$ cat src/rtl/sum_window_pkg.sv
// sum_window_pkg: shared constants and state type for the window accumulator
// Exports: SAMPLE_W (adder-stage sample width), DEF_WIN_LEN / DEF_ACC_W
// (defaults shared with the adder-stage top level), state_t {ACCUM, HOLD}.
package sum_window_pkg;
  localparam int SAMPLE_W = 2;
  localparam int DEF_WIN_LEN = 16;
  localparam int DEF_ACC_W = 8;
  typedef enum logic {ACCUM, HOLD} state_t;
endpackage

$ cat src/rtl/sum_window_add.sv
// sum_window_add: combinational accumulator + sample adder, wrapping or saturating
// Ports: a (ACC_W running sum), b (SAMPLE_W sample), sum (ACC_W result),
// sat (saturation flag, only with SUM_WINDOW_ACC_SAT_EN defined).
// Macro SUM_WINDOW_ACC_SAT_EN: clamp at 2^ACC_W-1 instead of wrapping.
module sum_window_add
  import sum_window_pkg::*;
#(
  parameter int ACC_W = DEF_ACC_W
) (
  input  logic [ACC_W-1:0]    a,
  input  logic [SAMPLE_W-1:0] b,
  output logic [ACC_W-1:0]    sum
`ifdef SUM_WINDOW_ACC_SAT_EN
  ,
  output logic                sat
`endif
);
`ifdef SUM_WINDOW_ACC_SAT_EN
  logic [ACC_W:0] wide;
  assign wide = {1'b0, a} + (ACC_W+1)'(b);
  assign sat  = wide[ACC_W];
  assign sum  = sat ? '1 : wide[ACC_W-1:0];
`else
  assign sum = a + ACC_W'(b);
`endif
endmodule

$ cat src/rtl/sum_window_acc.sv
// sum_window_acc: sums WIN_LEN accepted 2-bit samples into one registered window total
// Ports: clk, rst (async active-high), clr (sync clear), in_vld/in_rdy/in_data
// (sample input), out_vld/out_rdy/out_data (window total), busy (partial window
// non-empty), sat (window saturated, only with SUM_WINDOW_ACC_SAT_EN defined).
// Macro SUM_WINDOW_ACC_SAT_EN: saturating accumulation plus the sat output.
module sum_window_acc
  import sum_window_pkg::*;
#(
  parameter int WIN_LEN = DEF_WIN_LEN,
  parameter int ACC_W   = DEF_ACC_W
) (
  input  logic                clk,
  input  logic                rst,
  input  logic                clr,
  input  logic                in_vld,
  input  logic [SAMPLE_W-1:0] in_data,
  output logic                in_rdy,
  output logic                out_vld,
  output logic [ACC_W-1:0]    out_data,
  input  logic                out_rdy,
  output logic                busy
`ifdef SUM_WINDOW_ACC_SAT_EN
  ,
  output logic                sat
`endif
);
  localparam int CW = $clog2(WIN_LEN + 1);
  state_t           state;
  logic [ACC_W-1:0] acc, next;
  logic [CW-1:0]    cnt, cnt_nx;
  logic             take, done;
`ifdef SUM_WINDOW_ACC_SAT_EN
  logic             add_sat, win_sat;
`endif
  sum_window_add #(.ACC_W(ACC_W)) u_add (
    .a   (acc),
    .b   (in_data),
    .sum (next)
`ifdef SUM_WINDOW_ACC_SAT_EN
    ,
    .sat (add_sat)
`endif
  );
  // acc and cnt are zero while holding, so a sample taken during a drain
  // naturally becomes the first of the next window.
  assign in_rdy  = !rst && (state == ACCUM || out_rdy);
  assign out_vld = state == HOLD;
  assign busy    = cnt != '0;
  assign take    = in_vld && in_rdy;
  assign cnt_nx  = cnt + 1'b1;
  assign done    = cnt_nx == CW'(WIN_LEN);
  always_ff @(posedge clk or posedge rst) begin
    if (rst) begin
      state    <= ACCUM;
      acc      <= '0;
      cnt      <= '0;
      out_data <= '0;
`ifdef SUM_WINDOW_ACC_SAT_EN
      sat      <= 1'b0;
      win_sat  <= 1'b0;
`endif
    end else if (clr) begin
      state <= ACCUM;
      acc   <= '0;
      cnt   <= '0;
`ifdef SUM_WINDOW_ACC_SAT_EN
      sat     <= 1'b0;
      win_sat <= 1'b0;
`endif
    end else if (take && done) begin
      state    <= HOLD;
      out_data <= next;
      acc      <= '0;
      cnt      <= '0;
`ifdef SUM_WINDOW_ACC_SAT_EN
      sat     <= win_sat | add_sat;
      win_sat <= 1'b0;
`endif
    end else if (take) begin
      state <= ACCUM;
      acc   <= next;
      cnt   <= cnt_nx;
`ifdef SUM_WINDOW_ACC_SAT_EN
      sat     <= 1'b0;
      win_sat <= win_sat | add_sat;
`endif
    end else if (out_rdy) begin
      state <= ACCUM;
`ifdef SUM_WINDOW_ACC_SAT_EN
      sat <= 1'b0;
`endif
    end
  end
endmodule
$ cat config.mk
export PLATFORM = sky130hd
export DESIGN_NAME = sum_window_acc
export DESIGN_NICKNAME = d
export VERILOG_FILES = /design/src/rtl/sum_window_pkg.sv /design/src/rtl/sum_window_add.sv /design/src/rtl/sum_window_acc.sv
export SDC_FILE = /design/constraint.sdc
export NUM_CORES = 1
export LEC_CHECK = 0
export BUFFER_PORTS_ARGS = -buffer_cell sky130_fd_sc_hd__buf_4
export CORE_MARGIN = 3
export CORE_UTILIZATION = 59
export DETAILED_ROUTE_END_ITERATION = 8
export PLACE_DENSITY = 0.82
export RECOVER_POWER = 50
export SKIP_CTS_REPAIR_TIMING = 1
export SYNTH_ARGS = -nofsm -noshare
export SYNTH_HDL_FRONTEND = slang
export SYNTH_SLANG_ARGS = --single-unit
$ cat constraint.sdc
create_clock -name clk -period 5.4 [get_ports clk]
set_input_delay 1.08 -clock clk [delete_from_list [all_inputs] [get_ports clk]]
set_output_delay 1.08 -clock clk [all_outputs]
set_load 0.01 [all_outputs]
Yosys cells after proc, flatten, opt, wreduce, memory -nomap -nowiden

Index checks and enable logic that the tools add are counted.

Eq/ne operators: 1
$mul: 0
Div/mod/pow operators: 0
Multiplexer cells: 10
Shift operators: 0
Order comparisons: 0
Reductions and logical operators: 9
Bitwise logic cells: 2
Add/sub/neg operators: 2

Operators with widths:

| kind                                                          | count |
|---|---|
| 8-bit two-way mux                                             | 3 |
| 5-bit two-way mux                                             | 3 |
| 8-bit by 2-bit adder with 8-bit output                        | 1 |
| 5-bit by 1-bit adder with 5-bit output, second input constant | 1 |
| 5-bit equality test, second input constant                    | 1 |
| 5-bit nonzero test                                            | 1 |
| 1-bit two-way mux                                             | 4 |
| 4-bit nonzero test                                            | 1 |
| 1-bit logical AND                                             | 3 |
| 3-bit nonzero test                                            | 1 |
| 1-bit inverter                                                | 2 |
| 2-bit AND reduction                                           | 1 |
| 1-bit zero test                                               | 1 |
| 1-bit logical OR                                              | 1 |

Memories kept: 0
Bits in latches: 0
Input port bits: 7
RAM bits: 0
Bits in read-only memories: 0
Output and inout port bits: 11
Flip-flop bits (word level): 22

Depth between registers and ports, before layout

Gate-level depths: netlist of run 1.

Depth in word-level cells: 7
Mapped depth: 6
Depth with buffers taken out: 6

By module

From an unflattened synthesis of run 1, not the netlist that was laid out.

Cells, all modules: 115
Area total of the unflattened synthesis: 1197.4 um2

By module, submodules not included:

| module         | times used | cells each | area each (um2) |
|---|---|---|---|
| sum_window_acc | 1          | 94         | 1039.7 |
| sum_window_add | 1          | 21         | 157.7 |

Least setup slack after synthesis of run 1

No wires, ideal clock.

Path type: input port to output port
From: input port rst
To: output port in_rdy
Cell stages on the path: 2
Arrival time: 1.823 ns
Path slack: 2.497 ns
Path buffers: 0
Cell sequence: inv_1 -> and2_1

Longest elaborated chain between the ends: 2

RTL lines:

| item                      | line                 | RTL |
|---|---|---|
| start, declared           | sum_window_acc.sv:13 | `input logic rst,` |
| 1-bit zero test (no line) | --                   |  |
| 1-bit logical AND         | sum_window_acc.sv:46 | `assign in_rdy = !rst && (state == ACCUM \|\| out_rdy);` |
| end, declared             | sum_window_acc.sv:17 | `output logic in_rdy,` |

Every way passes these cells.

Worst setup path in the final report of run 1

Same ends and word-level chain as after synthesis.

==> results.md, run 1 <==
* Outcome: finished, final reports clean
* IO Pins at 18
* Clk Tree Root Cell: clkbuf_4
* HPWL Detailed at 1672 µm
* Distinct cells, synth at 34
* Worst path max stage delay at 0.61 ns
* CP required at 4.32 ns
* Drt first pass iters at 5
* Ys async rst share at 100.0%
* Hold endpoint: out_data[7]
* Final setup viols at 0
* Worst path slowest cell: inv_1
* Final hold violations at 0
* Hold path depth at 1
* Setup TNS at 0 ns
* DRT antenna net count at 0
* TritonCTS clock tree: done
* CTS Sinks at 22
* Hold path startpoint: out_data[7]
* Vias in the first global route at 905
* Clk buf depth at 2
* Global-route wire length before repair at 3988 µm
* Tot Pwr at 287.4 µW
* RSZ-0062 raised after global routing: false
* F_max at 0.3117 GHz
* Synth warnings at 0
* Die Area at 2625 µm²
* Largest cells by area after synthesis: dfrtp_1 46%, mux2_2 7.5%, a21oi_1 5.4%
* Largest net degree at the start of global routing at 24
* Mean Syn Cell Area at 10.23 µm²
* Crit share post-route at 59.42%
* CP Cell Sequence: clkbuf_1, inv_1, and2_1, buf_4
* Worst Path Buf+Inv at 3
* Routed wire length at 2299 µm
* FF/Latch Area at 550.5 µm²
* Port Buffers at 17
* Seq/Total Area, Yosys at 45.60%
* Core area at 1821 µm²
* Max Slew Vio Count at 0
* Crit end category: output pin
* Worst r2r src: out_vld
* Maximum vdd drop at 148.9 µV
* Site Rows at 15
* Area leader, netlist: dfrtp_1
* # Max-Cap Violations at 0
* Area Overhead vs Synth at 13.58%
* FF+latch count, synth at 22
* Main synth FF type: dfrtp_1
* Count leader, synth: dfrtp_1
* Leakage at 0.6710 nW
* Layout cells sized above 1 at 25.19%
* Reg2Reg Capture Point: out_data[1]
* Max-slew headroom at 44.36%
* Critical path arrival at 2.13 ns
* Syn nets at 130
* Drt via density at 5.763
* Hold slack at 0.5236 ns
* Clk Latency, worst-skew pair at 0.32 ns
* Number of synthesized flops with an enable pin at 0
* Fill cell count at 132
* Post-route DRC at 0
* Starting density of the core at 66.32%
* Share of the synthesized area in the top cell type at 45.60%
* Crit path max fanout at 23
* Clock slew at reported path FFs at 0.13 ns
* Die width at 51.24 µm
* Final nets at 148
* H-Tree Depth at 1
* R2R setup slack at 3.35 ns
* Synth cell count leaders: 22 x dfrtp_1, 13 x a21oi_1, 12 x nand2_1
* Gr ovfl total at 0
* Post-Synthesis Cells at 118
* Post-layout min period at 3.208 ns
* Initial antenna violation count at 0
* Diodes inserted at 0
* GP Congestion at 0.7614
* Vert. Die Dim at 51.24 µm
* Final Skew at 0.002671 ns
* Multi-input gate area at 618.1 µm²
* Number of buffers created by CTS at 3
* Setup CP Type: primary input to output pin
* Slew @ Worst Pin at 0.8336 ns
* CP delay by family, top: buffers and inverters
* Startpoint types: primary input
* Worst Hold Class: flop to flop
* DR iter-0 viols at 9
* Drt wl/cell at 14.37 µm
* GRT Total Usage at 20.69%
* Worst reg-to-reg path cell count at 5
* PwrDens at 209.6 nW/µm²
* Mapped cell area at 1207 µm²
* Vias post-DR at 922
## worst register-to-register path: cells and delay by family (launching register included)
family / cells / cell delay, ns
multiplexers: 1 / 0.41
AND/OR/NAND/NOR: 4 / 1.14
flip-flops: 1 / 0.41
## cell usage in the layout, fill, tap and decap left out, types with 2 or more instances in the layout
cell type | Yosys | routed
a21boi_0 | 2 | 2
a21oi_1 | 13 | 13
o21ai_0 | 5 | 5
nand3_1 | 6 | 6
and2_1 | 4 | 3
nor2_1 | 7 | 7
xor2_1 | 4 | 4
mux2_2 | 8 | 8
inv_1 | 3 | 3
xnor2_1 | 4 | 4
nor2b_1 | 1 | 2
nand4_1 | 2 | 2
nand3b_1 | 2 | 2
ha_1 | 4 | 4
clkbuf_4 | 0 | 3
nand2_1 | 12 | 12
buf_4 | 0 | 16
dfrtp_1 | 22 | 22
## power by group
part	total (mW)	internal (mW)	leakage (nW)	switching [mW]
combinational	0.0250	0.00967	0.344	0.0154
sequential	0.168	0.166	0.306	0.00172
clock	0.0942	0.0413	0.0210	0.0529
total	0.287	0.217	0.671	0.0700
## worst max-delay path by stage
stage | start | endpoint | slack, ns | depth (start not counted)
floorplan | rst | in_rdy | 2.50 | 2
global placement | rst | in_rdy | 2.15 | 4
detailed placement | rst | in_rdy | 2.14 | 4
CTS | rst | in_rdy | 2.14 | 4
global route | rst | in_rdy | 2.07 | 4
finish | rst | in_rdy | 2.19 | 4
## logic make-up after synthesis
kind of cell               synth area share [%]
adders and majority gates                 5.803
and+or+nand+nor                           19.69
muxes                                     8.705
buffers and inverters                     3.005
xor gates and xnor gates                  5.803
AOI/OAI and AO/OA                         11.40
DFF                                       45.60
## area by class of cell
type,count,share of cell area [%]
inverters,3,0.8212
clock buffers,4,2.646
repair buffers,17,9.033
multi-input cells,89,45.07
flip-flops and latches,22,40.15
well taps,25,2.281
## sequential cells by signal, summed over array words and instances, names as in the netlist
signal	flops
cnt	5
out_data	8
acc	8
out_vld	1
## metrics by stage
| stage | util, % | std cells | setup WS (ns) | cell area [µm²] |
|---|---|---|---|---|
| 2_1_floorplan | - | 118 | 2.497 | 1207 |
| 3_3_place_gp | 73.68 | 156 | 2.145 | 1341 |
| 3_5_place_dp | 73.68 | 156 | 2.136 | 1341 |
| 4_1_cts | 75.67 | 160 | 2.136 | 1378 |
| 5_1_grt | 75.33 | 160 | 2.073 | 1371 |
| 6_report | 75.33 | 160 | 2.192 | 1371 |
## layer usage
layer	vias up	share of wire (%)	track usage [%]	wire, µm
met3	5	4.2	3.499	96
met2	22	51	34.98	1167
met1	458	43	25.71	999
li1	437	-	-	-
met5	-	0	0	0
met4	0	1.6	9.607	36
Power figures use the tool's default switching activity.
==> inputs of run 2 (changes only) <==
--- a/config.mk
+++ b/config.mk
@@ -5,11 +5,12 @@
 export SDC_FILE = /design/constraint.sdc
 export NUM_CORES = 1
 export LEC_CHECK = 0
+export ABC_AREA = 1
 export BUFFER_PORTS_ARGS = -buffer_cell sky130_fd_sc_hd__buf_4
 export CORE_MARGIN = 3
-export CORE_UTILIZATION = 59
+export CORE_UTILIZATION = 56
 export DETAILED_ROUTE_END_ITERATION = 8
-export PLACE_DENSITY = 0.82
+export PLACE_DENSITY = 0.78
 export RECOVER_POWER = 50
 export SKIP_CTS_REPAIR_TIMING = 1
 export SYNTH_ARGS = -nofsm -noshare
==> constraint.sdc (replaced) <==
create_clock -name clk -period 3.2 [get_ports clk]
set_input_delay 0.64 -clock clk [delete_from_list [all_inputs] [get_ports clk]]
set_output_delay 0.64 -clock clk [all_outputs]
set_load 0.01 [all_outputs]
==> run 2 against run 1 <==
  * Global-route usage up 1.8 points
  * Die area up 12%
  * Highest routed layer unchanged
  * Hold slack lost 0.028 ns
  * Clock skew grew 0.0055 ns
==> results.md, run 2 <==
* Setup TNS at 0 ns (unchanged)
* Crit share post-route at 70.83%
* Most frequent cells in the layout: 60 x nand2_1, 22 x dfrtp_1, 17 x nand3_1, 12 x buf_4, 10 x inv_1
* Final setup viols at 0 (unchanged)
* Initial antenna violation count at 0 (unchanged)
* Seq/Total Area, Yosys at 42.15% (-3.5 points)
* Switching power of the nets at 121.6 µW (+74%)
* Sequential power share at 52.4% (-6.1 points)
* Die Area at 2948 µm² (+12%)
* Synth warnings at 0 (unchanged)
* HPWL Detailed at 2033 µm (+22%)
* Main synth FF type: dfrtp_1
* # Max-Cap Violations at 0 (unchanged)
* Startpoint types: primary input
* Routed wire length at 2727 µm (+19%)
* Critical path arrival at 2.53 ns (+0.40 ns)
* Mapped cell area at 1306 µm² (+8.2%)
* DR iter-0 viols at 48 (+39)
* Vert. Die Dim at 54.30 µm (+6.0%)
* Worst r2r src: acc[0]
* GRT Total Usage at 22.53% (+1.8 points)
* Post-route cell area at 1485 µm² (+8.3%)
* Max Slew Vio Count at 0 (unchanged)
* Commonest non-fill, non-tap cell in the layout: nand2_1
* Share of the synthesized area in the top cell type at 42.15% (-3.5 points)
* Drt first pass iters at 4 (-1)
* Drt wl/cell at 13.30 µm (-7.4%)
* Critical Path Start: rst
* Site Rows at 16 (+1)
* Largest cells by area after synthesis: dfrtp_1 42%, nand2_1 17%, nand3_2 6.9%
* Clock slew at reported path FFs at 0.13 ns (about the same)
* Vias post-DR at 1125 (+22%)
* Die width at 54.30 µm (+6.0%)
* Area Overhead vs Synth at 13.70%
* Final hold violations at 0 (unchanged)
* Syn nets at 171 (+32%)
* Power share of the combinational group at 8.1% (-0.6 points)
* Distinct cells, synth at 24 (-29%)
* H-Tree Depth at 1 (unchanged)
* Max-slew headroom at 42.96% (-1.4 points)
* GP Congestion at 0.8477 (+11%)
* Global-route wire length before repair at 4726 µm (+19%)
* Post-Synthesis Cells at 159 (+35%)
* Starting density of the core at 62.74% (-3.6 points)
* Outcome: finished, final reports clean
* Internal power at 423.7 µW (+95%)
* FF+latch count, synth at 22 (unchanged)
* Slew @ Worst Pin at 0.8547 ns (+0.02107 ns)
* Post-layout min period at 2.267 ns
* Diodes inserted at 0 (unchanged)
* Leakage at 0.7942 nW (+18%)
* Largest regs: acc x8, out_data x8, cnt x5
* DRT antenna net count at 0 (unchanged)
* CP required at 3.47 ns (-0.85 ns)
* RSZ-0062 raised after global routing: false
* Clk Tree Root Cell: clkbuf_4
* Layout cells sized above 1 at 22.47% (-2.7 points)
* PwrDens at 367.1 nW/µm² (+75%)
* Clk buf depth at 2 (unchanged)
* Maximum vdd drop at 467.7 µV (+210%)
* Crit path max fanout at 23 (unchanged)
* Clk Latency, worst-skew pair at 0.32 ns (about the same)
* F_max at 0.4412 GHz
* Number of buffers created by CTS at 3 (unchanged)
* Post-route DRC at 0 (unchanged)
* Clock Power Share at 39.4% (+6.6 points)
* IO Pins at 18 (unchanged)
* Final nets at 191 (+29%)
* Final Skew at 0.008211 ns (+0.005540 ns)
* Ys async rst share at 100.0% (unchanged)
* Synth cell count leaders: 60 x nand2_1, 22 x dfrtp_1, 16 x nand3_1
* Crit end category: flop
* Mean Syn Cell Area at 8.215 µm² (-20%)
* Count leader, synth: nand2_1
* Drt via density at 5.488 (-4.8%)
* CTS Sinks at 22 (unchanged)
* Area leader, netlist: dfrtp_1
* Core area at 2082 µm² (+14%)
* Number of synthesized flops with an enable pin at 0 (unchanged)
* TritonCTS clock tree: done
* Vias in the first global route at 1091 (+21%)
* Sw Share at 22.30% (-2.1 points)
* Gr ovfl total at 0 (unchanged)
* Port Buffers at 17 (unchanged)
* Placed Area at 1453 µm² (+8.3%)
* Largest net degree at the start of global routing at 24 (unchanged)
* Worst Hold Class: primary input to asynchronous set/reset pin
* Setup CP Type: primary input to flop
[run 2: changes by cell type after synthesis, moves of 3 or more]
cell     previous run  this run
nand2_1            12        60
a21oi_1            13         1
nand3_1             6        16
nand3_2             0         9
mux2_2              8         0
inv_1               3         9
and2_1              4         0
inv_2               0         4
xnor2_1             4         0
nand2_2             1         4
nand4_1             2         5
nor2_4              0         3
[run 2: final timing paths]
kind                          endpoint  slack (ns)  cells after the start
hold reg to reg            out_data[2]        0.50                      2
min in group clk           out_data[2]        0.50                      2
hold / removal                  cnt[2]        0.50                      2
setup / recovery                acc[5]        0.93                      6
setup reg to reg           out_data[4]        1.41                      6
max in group asynchronous       acc[6]        2.17                      2
[run 2: critical path, cell delays in order]
cell and delay [ns]:
clkbuf_4 0.11, inv_1 0.62, nand3_1 0.33, nor2_2 0.58
nand3_1 0.16, nand2_1 0.09
[run 2: area by class of cell]
type	count	area [µm²]
clock buffers	3	22.52
clock inverters	1	30.03
fillers	179	596.8
inverters	14	52.55
multi-input cells	121	683.2
flip-flops and latches	22	550.5
well taps	27	33.78
repair buffers	17	112.6
[run 2: cells by family after synthesis]
family	synth area share [%]
simple gates	43.77
buf+inv	5.171
fa+ha+maj	5.364
compound gates	2.202
flops	42.15
xor+xnor	1.341
[run 2: routing by layer]
| metal | part of all wire, % | vias up | GRT usage (%) |
|---|---|---|---|
| met3 | 6.7 | 2 | 5.995 |
| met1 | 42 | 534 | 27.92 |
| li1 | - | 552 | - |
| met5 | 0 | - | 0 |
| met2 | 51 | 37 | 37.85 |
| met4 | 0.73 | 0 | 7.469 |
[run 2: power groups by stage]
stage / Combinational (mW) / Clock, mW / Sequential (mW)
after CTS: 0.0452 / 0.218 / 0.286
after floorplan: 0.0273 / 0 / 0.290
after global routing: 0.0498 / 0.231 / 0.287
after detailed placement: 0.0449 / 0 / 0.291
after global placement: 0.0432 / 0 / 0.291
final: 0.0443 / 0.215 / 0.286
[run 2: metrics by stage]
step | setup WS, ns | instances | hold slack, ns | utilization, % | power (mW)
final | 0.9333 | 205 | 0.4960 | 71.33 | 0.5452
after global placement | 1.058 | 201 | 0.4551 | 69.77 | 0.3341
after global routing | 0.6917 | 205 | 0.4963 | 71.33 | 0.5678
after CTS | 1.238 | 205 | 0.3480 | 72.30 | 0.5491
after floorplan | 1.420 | 159 | 0.4531 | - | 0.3172
after detailed placement | 0.9919 | 201 | 0.4616 | 69.77 | 0.3359
